File: config.mk
export PLATFORM = sky130hd
export DESIGN_NAME = reorder_buffer
export DESIGN_NICKNAME = d
export VERILOG_FILES = /design/src/rtl/reorder_buffer.sv
export SDC_FILE = /design/constraint.sdc
export NUM_CORES = 2
export LEC_CHECK = 0
export CAP_MARGIN = 10
export CORE_MARGIN = 3
export CORE_UTILIZATION = 50
export CTS_CLUSTER_SIZE = 10
export DETAILED_ROUTE_END_ITERATION = 16
export PLACE_DENSITY_LB_ADDON = 0.1
export SLEW_MARGIN = 20
export SYNTH_ARGS = -nofsm -noshare
export SYNTH_HDL_FRONTEND = slang
export SYNTH_SLANG_ARGS = --single-unit
File: constraint.sdc
create_clock -name clk -period 11.2 [get_ports clk]
set_clock_uncertainty 0.15 [all_clocks]
set_input_delay 2.8 -clock clk [delete_from_list [all_inputs] [get_ports clk]]
set_output_delay 2.8 -clock clk [all_outputs]
set_load 0.005 [all_outputs]
File: src/rtl/reorder_buffer.sv
// reorder_buffer: circular in-order commit buffer with NUM_CDB result ports.
// Optional macro ROB_BYPASS_EN forwards same-cycle CDB results to rs queries.
module reorder_buffer #(
    parameter int ROB_AW   = 4,
    parameter int NUM_CDB  = 2,
    parameter int COMMIT_W = 1
) (
    input  logic                    clk,
    input  logic                    rst,
    input  logic                    rdy,
    output logic                    rollback,
    output logic                    rob_nxt_full,
    input  logic [NUM_CDB-1:0]      cdb_valid,
    input  logic [NUM_CDB*ROB_AW-1:0] cdb_rob_pos,
    input  logic [NUM_CDB*32-1:0]   cdb_val,
    input  logic [NUM_CDB-1:0]      cdb_jump,
    input  logic [NUM_CDB*32-1:0]   cdb_pc,
    input  logic                    issue,
    input  logic [4:0]              issue_rd,
    input  logic [6:0]              issue_opcode,
    input  logic [31:0]             issue_pc,
    input  logic                    issue_pred_jump,
    input  logic                    issue_is_ready,
    output logic [ROB_AW-1:0]       nxt_rob_pos,
    output logic [ROB_AW-1:0]       head_rob_pos,
    input  logic [ROB_AW-1:0]       rs1_pos,
    input  logic [ROB_AW-1:0]       rs2_pos,
    output logic                    rs1_ready,
    output logic                    rs2_ready,
    output logic [31:0]             rs1_val,
    output logic [31:0]             rs2_val,
    output logic [COMMIT_W-1:0]     reg_write,
    output logic [COMMIT_W*5-1:0]   reg_rd,
    output logic [COMMIT_W*32-1:0]  reg_val,
    output logic                    lsb_store,
    output logic [ROB_AW-1:0]       commit_rob_pos,
    output logic                    if_set_pc_en,
    output logic [31:0]             if_set_pc,
    output logic                    commit_br,
    output logic                    commit_br_jump,
    output logic [31:0]             commit_br_pc
);
    localparam int ROB_DEPTH = 2 ** ROB_AW;
    localparam logic [6:0] OP_BR   = 7'b1100011;
    localparam logic [6:0] OP_JALR = 7'b1100111;
    localparam logic [6:0] OP_S    = 7'b0100011;

    logic [ROB_AW-1:0]    head, tail, head1;
    logic [ROB_AW:0]      count, count_nxt, n_commit;
    logic [ROB_DEPTH-1:0] ready_q;
    logic [4:0]           rd_q     [ROB_DEPTH];
    logic [6:0]           op_q     [ROB_DEPTH];
    logic [31:0]          pc_q     [ROB_DEPTH];
    logic [31:0]          val_q    [ROB_DEPTH];
    logic [31:0]          res_pc_q [ROB_DEPTH];
    logic                 pred_q   [ROB_DEPTH];
    logic                 jump_q   [ROB_DEPTH];
    logic                 fire0, fire1, mispredict, flush;
    logic [6:0]           h_op;
    logic [COMMIT_W-1:0]  slot_we;

    function automatic logic is_ctl(input logic [6:0] op);
        return (op == OP_BR) || (op == OP_JALR) || (op == OP_S);
    endfunction

    assign nxt_rob_pos  = tail;
    assign head_rob_pos = head;
    assign flush        = rst || rollback;
    assign rob_nxt_full = (count_nxt == (ROB_AW+1)'(ROB_DEPTH));

    // Commit slot selection and misprediction detection at the head.
    always_comb begin
        head1 = head + ROB_AW'(1);
        h_op  = op_q[head];
        fire0 = (count != '0) && ready_q[head];
        fire1 = 1'b0;
        if (COMMIT_W == 2)
            fire1 = fire0 && (count > (ROB_AW+1)'(1)) && ready_q[head1]
                    && !is_ctl(h_op) && !is_ctl(op_q[head1]);
        n_commit   = (ROB_AW+1)'(fire0) + (ROB_AW+1)'(fire1);
        mispredict = fire0 && ((h_op == OP_BR) || (h_op == OP_JALR))
                     && (pred_q[head] != jump_q[head]);
        slot_we    = '0;
        slot_we[0] = fire0 && (h_op != OP_BR) && (h_op != OP_S);
        if (COMMIT_W == 2)
            slot_we[COMMIT_W-1] = fire1;
    end

    // Occupancy seen at the next edge; drives the full lookahead.
    always_comb begin
        count_nxt = count;
        if (flush)
            count_nxt = '0;
        else if (rdy)
            count_nxt = count + (ROB_AW+1)'(issue) - n_commit;
    end

    // Operand query, optionally forwarding the current-cycle broadcast.
    always_comb begin
        rs1_ready = ready_q[rs1_pos];
        rs1_val   = val_q[rs1_pos];
        rs2_ready = ready_q[rs2_pos];
        rs2_val   = val_q[rs2_pos];
`ifdef ROB_BYPASS_EN
        for (int c = 0; c < NUM_CDB; c++) begin
            if (cdb_valid[c] && cdb_rob_pos[c*ROB_AW +: ROB_AW] == rs1_pos) begin
                rs1_ready = 1'b1;
                rs1_val   = cdb_val[c*32 +: 32];
            end
            if (cdb_valid[c] && cdb_rob_pos[c*ROB_AW +: ROB_AW] == rs2_pos) begin
                rs2_ready = 1'b1;
                rs2_val   = cdb_val[c*32 +: 32];
            end
        end
`endif
    end

    // Entry payload: issue fields at tail, results from each CDB channel.
    always_ff @(posedge clk) begin
        if (rdy && !flush) begin
            if (issue) begin
                rd_q[tail]   <= issue_rd;
                op_q[tail]   <= issue_opcode;
                pc_q[tail]   <= issue_pc;
                pred_q[tail] <= issue_pred_jump;
            end
            for (int c = 0; c < NUM_CDB; c++) begin
                if (cdb_valid[c]) begin
                    val_q[cdb_rob_pos[c*ROB_AW +: ROB_AW]]    <= cdb_val[c*32 +: 32];
                    jump_q[cdb_rob_pos[c*ROB_AW +: ROB_AW]]   <= cdb_jump[c];
                    res_pc_q[cdb_rob_pos[c*ROB_AW +: ROB_AW]] <= cdb_pc[c*32 +: 32];
                end
            end
        end
    end

    // Pointers, ready bits and registered commit outputs; rollback acts as reset.
    always_ff @(posedge clk) begin
        if (flush) begin
            head           <= '0;
            tail           <= '0;
            count          <= '0;
            ready_q        <= '0;
            rollback       <= 1'b0;
            if_set_pc_en   <= 1'b0;
            if_set_pc      <= '0;
            lsb_store      <= 1'b0;
            commit_br      <= 1'b0;
            commit_br_jump <= 1'b0;
            commit_br_pc   <= '0;
            commit_rob_pos <= '0;
            reg_write      <= '0;
            reg_rd         <= '0;
            reg_val        <= '0;
        end else if (rdy) begin
            if (issue) begin
                ready_q[tail] <= issue_is_ready;
                tail          <= tail + ROB_AW'(1);
            end
            for (int c = 0; c < NUM_CDB; c++)
                if (cdb_valid[c])
                    ready_q[cdb_rob_pos[c*ROB_AW +: ROB_AW]] <= 1'b1;
            head  <= head + n_commit[ROB_AW-1:0];
            count <= count_nxt;

            rollback     <= mispredict;
            if_set_pc_en <= mispredict;
            if (mispredict)
                if_set_pc <= res_pc_q[head];
            lsb_store <= fire0 && (h_op == OP_S);
            commit_br <= fire0 && (h_op == OP_BR);
            if (fire0 && (h_op == OP_BR)) begin
                commit_br_jump <= jump_q[head];
                commit_br_pc   <= pc_q[head];
            end
            if (fire0)
                commit_rob_pos <= head;
            for (int k = 0; k < COMMIT_W; k++) begin
                reg_write[k] <= slot_we[k];
                if (slot_we[k]) begin
                    reg_rd[k*5 +: 5]   <= rd_q[head + ROB_AW'(k)];
                    reg_val[k*32 +: 32] <= val_q[head + ROB_AW'(k)];
                end
            end
        end
    end
endmodule

======== Word level (Yosys, flattened, before mapping) ========
Memory sizes are Yosys's and may differ from the RTL's. A register that Yosys moved wholly into a read port is not among the register bits.
Index checks and enable logic that the tools add are counted.
W data, S select, Z words.
word-level totals
  bits in latches ......................... 0
  register bits ........................... 38
  bits in read-only memories .............. 0
  memories kept ........................... 7
  output and inout bits ................... 186
  bits in writable memories ............... 1760
  word-level logic and storage cells ...... 96
  bits of input ports ..................... 198
memories
  memory           depth  width  read ports  clocked after memory_dff  write ports  line  source
  pc_q             16     32     1           1                         1            53    logic [31:0] pc_q [ROB_DEPTH];
  res_pc_q         16     32     1           1                         2            55    logic [31:0] res_pc_q [ROB_DEPTH];
  val_q            16     32     3           1                         2            54    logic [31:0] val_q [ROB_DEPTH];
  op_q             16     7      1           1                         1            52    logic [6:0] op_q [ROB_DEPTH];
  rd_q             16     5      1           1                         1            51    logic [4:0] rd_q [ROB_DEPTH];
  jump_q           16     1      1           1                         2            57    logic jump_q [ROB_DEPTH];
  1 more memories  n/a    n/a    n/a         n/a                       n/a          n/a
operators by class
  divide/modulo/power cells ............... 0
  equal/unequal tests ..................... 7
  reduce and logical (&&, ||, !) cells .... 20
  shifts and indexed selects .............. 0
  bitwise operators ....................... 2
  multiplexer cells ....................... 37
  $lt $le $gt $ge ......................... 9
  multiply operators ...................... 0
  add/subtract/negate cells ............... 4
operator list
  operator               count
  $mux W16               7
  $or A16 B16 Y16        2
  $lt A4 B5 Y1 const B   6
  $mux W4                6
  $bwmux W16             1
  $mux W1                15
  $eq A7 B7 Y1 const B   2
  $bmux W1 S4            3
  $demux W1 S4           3
  $ge A4 B1 Y1 const B   3
  $logic_and A1 B1 Y1    11
  $mux W5                2
  $reduce_and A2 Y1      5
  $eq A7 B6 Y1 const B   1
  $ne A7 B6 Y1 const B   1
  $ne A7 B7 Y1 const B   1
  $add A5 B1 Y5          1
  $eq A5 B5 Y1 const B   1
  $reduce_bool A5 Y1     1
  $sub A5 B1 Y5          1
  $add A4 B1 Y4          1
  $add A4 B1 Y4 const B  1
  $logic_or A1 B1 Y1     2
  $logic_not A1 Y1       1
  $ne A1 B1 Y1           1

======== Depth between registers and ports, before layout ========
  depth after elaboration ................. 14
  depth in mapped cells ................... 17
  mapped depth without buffers ............ 16

======== Worst setup path before layout ========
Ideal clock, no wire load.
  kind .................................... input -> register
  start point ............................. input rst
  end point ............................... memory jump_q[2] (enable)
  library setup time ...................... 0.579 ns
  arrival ................................. 8.266 ns
  path slack .............................. 2.204 ns
  stages on the path ...................... 4
  buffers on the path ..................... 0
  path through ............................ nor2_1 > nand2_1 > or3_1 > o21ai_0
RTL lines
  element          line  source
  start, declared  9     input logic rst,
  end, declared    57

======== Worst setup path in the final report ========
  start point ............................. input issue
  end point ............................... output rob_nxt_full
on the way
  longest elaborated chain between the ends .. 5
ends and longest elaborated chain
  element          line  source
  start, declared  18    input logic issue,
  $add A5 B1 Y5    95    count_nxt = count + (ROB_AW+1)'(issue) - n_commit;
  $sub A5 B1 Y5    95
  $mux W5          94    else if (rdy)
  $mux W5          92    if (flush)
  $eq A5 B5 Y1     69    assign rob_nxt_full = (count_nxt == (ROB_AW+1)'(ROB_DEPTH));
  end, declared    12    output logic rob_nxt_full,
No other way between the ends.

==> metrics <==
status finished clean; Final Max Slew Viols 0; GR Overflow Total 0; cts hold-fix bufs 0; drc violations 0; area of the die 191,100 µm²; largest net degree at the start of global routing 133; Core Area 183,900 µm²; Nets 5,508; Worst setup EP type primary output; multi-input gate area in the final layout 35,580 µm²; Gate Count Post-Synth 5,098; Register Area 55,730 µm²; pre-CTS setup slack 2.355 ns; total CTS buffers 215; Sinks on Clock Net 1,903; share of the yosys chip area belonging to registers 59.94%; Peak Freq 113.3 MHz; GPL Wtd Cong 0.7840; area grow syn2layout 13.74%; H-Tree Depth 4; worst-margin pin slew 1.201 ns; clock latency on the worst-skew pair 0.85 ns; clk buf depth 3; Top-Level Pins 384; drt pass-1 iters 6; Vias per Instance 6.605; # fillers 14.07k; CTS tree yes; Synth Register Bits 1,903; final hold viol count 0; first-pass GRT wire length 402,100 µm; hold slack 0.3051 ns; share of cells above drive strength 1 41.72%; DRT iter0 DRCs 5,521; final HPWL from detailed placement 149,500 µm; CP Max Fanout 3; row count 157; critical setup path kind input port to primary output; final setup TNS 0 ns; DRT antenna net count 0; Setup Buffers After CTS 0; commonest cells after routing, fill and taps aside edfxtp_1, mux2_2, mux4_2, clkdlybuf4s50_1, clkbuf_16; antenna violations before repair 42; starting density of the core 50.55%; leakage power 32.92 nW; vias in the first global route 54.23k; total power 15.55 mW; CP cell instances clkdlybuf4s50_1, ha_1, inv_1, fa_1, nand2b_1, a21oi_1, o21a_1, o21ai_0, xor2_1, or3_1, nor4_1, clkdlybuf4s50_1; via count 52.54k; dpl cells 7,544; Slew headroom 19.94%; crit-path max cell delay 0.56 ns; max-capacitance violation count 0; crit start category input port; Post-synth ARST share 0%; EDFF count, synth 1,760; total number of yosys warnings 0; post-layout min period 8.826 ns; CP Buf/Inv Count 3; delay-heaviest family, CP buffers and inverters; CTS resizes 0; share of the synthesized area in the top cell type 56.86%; fin cells 7,954; detail-routed net length per standard cell 35.20 µm; worst hold path type flip-flop to flip-flop; Synth Cell Area 92,950 µm²; synthesized area per cell 18.23 µm²; RSZ-0062 raised after global routing no; Worst Slack Setup Final 2.374 ns; Pwr per Cell Area 147.0 nW/µm²; All-Layer GR Usage 29.29%; Worst-path clk slew 0.05 ns; fin crit share 78.80%; most common flop cell mapped by yosys edfxtp_1; largest cells by area after synthesis edfxtp_1, mux4_2, mux2_2; synth unique cells 61; final setup fails 0; Slowest cell on crit path clkdlybuf4s50_1; Crit path top cell by count clkdlybuf4s50_1; CTS Root Buffer Type clkbuf_16; # port buffers 383; WP data arrival 5.88 ns; Required @ worst endpoint 8.25 ns; commonest non-fill, non-tap cell in the layout edfxtp_1; Peak VDD IR 0.1367 mV; final wirelength 280,000 µm; Die W 437.2 µm; Die Height 437.2 µm; area leader, netlist edfxtp_1; Mapped Nets 5,309
-- state kept, by name, indices dropped and copies added (netlist names), named ones only --
signal,count
head_rob_pos,4
reg_write,1
jump_q,16
reg_rd,5
lsb_store,1
commit_br_pc,32
ready_q,16
rd_q,80
op_q,112
res_pc_q,512
if_set_pc,32
pred_q,16
commit_br_jump,1
pc_q,512
reg_val,32
commit_br,1
count,5
commit_rob_pos,4
if_set_pc_en,1
val_q,512
nxt_rob_pos,4
-- metal layers --
metal	part of all wire, %	wire [µm]	GRT usage [%]
met3	5.9	16420	4.262
met5	0.021	58	0
met2	51	144100	49.83
met1	39	107900	37.75
met4	4.1	11460	12.44
-- area by class of cell --
type                    instances  area share, %
multi-input cells            2663          33.65
clock inverters                23         0.3278
repair buffers                499          4.577
well taps                    2464          2.916
flip-flops and latches       1903          52.72
inverters                      15        0.05326
diodes                         25        0.05918
clock buffers                 362          5.699
-- Yosys cell counts, types with 2 or more instances --
| cell type | instances |
|---|---|
| a211oi_1 | 5 |
| or4b_1 | 2 |
| buf_2 | 45 |
| xor2_1 | 5 |
| a32oi_1 | 2 |
| a31oi_1 | 4 |
| edfxtp_1 | 1760 |
| nand3_1 | 14 |
| and3b_1 | 3 |
| mux2_2 | 1042 |
| nand4_1 | 33 |
| ha_1 | 12 |
| nor3_1 | 2 |
| o211a_1 | 3 |
| nand2_1 | 202 |
| o211ai_1 | 15 |
| o22ai_1 | 9 |
| nor2b_1 | 2 |
| nand3b_1 | 4 |
| or3b_2 | 2 |
| nor3b_1 | 3 |
| clkbuf_1 | 361 |
| buf_6 | 10 |
| a21oi_1 | 42 |
| mux4_2 | 788 |
| and3_1 | 9 |
| a22oi_1 | 26 |
| and2_1 | 6 |
| dfxtp_1 | 143 |
| mux2i_1 | 181 |
| nor2_1 | 54 |
| or2_2 | 17 |
| nand2b_1 | 12 |
| nor4_1 | 4 |
| buf_4 | 3 |
| o31ai_1 | 33 |
| buf_1 | 95 |
| xnor2_1 | 4 |
| a221oi_1 | 51 |
| clkinv_1 | 2 |
| inv_1 | 13 |
| o21ai_0 | 50 |
| or3_1 | 5 |
| buf_8 | 3 |
-- through the flow --
stage               instance area (µm²)  utilization (%)
floorplan                         92950                -
global placement                  99250            53.98
detailed placement                99280            54.00
CTS                              105700            57.46
global route                     105700            57.49
finish                           105700            57.50
-- report_power, final --
part	leakage (nW)	internal (mW)	total [mW]	switching [mW]
registers	17.0	7.84	7.88	0.0396
clock network	3.03	3.65	6.49	2.84
logic	12.9	0.594	1.18	0.583
total	32.9	12.1	15.5	3.46
-- final timing paths --
path	from	end	slack, ns	depth (start not counted)
max	issue	rob_nxt_full	2.37	12
min	reg_val[22]	reg_val[22]	0.31	2
max reg2reg	head_rob_pos[0]	if_set_pc[21]	6.30	7
min reg2reg	reg_val[22]	reg_val[22]	0.31	2
-- logic make-up after synthesis --
logic type / synth area share (%)
AO/OA/AOI/OAI: 1.872
buffers and inverters: 2.338
AND/OR/NAND/NOR: 1.875
multiplexers: 33.69
XOR/XNOR: 0.1023
flip-flops: 59.94
adder cells (fa/ha/maj): 0.1831
-- worst reg2reg max path: stages (launching register included) --
cell     delay [ns]
dfxtp_4        0.69
buf_12         0.72
buf_4          0.99
buf_6          0.70
mux4_2         0.69
mux4_2         0.60
nand4_1        0.15
a21oi_1        0.07
Power figures use the tool's default switching activity.
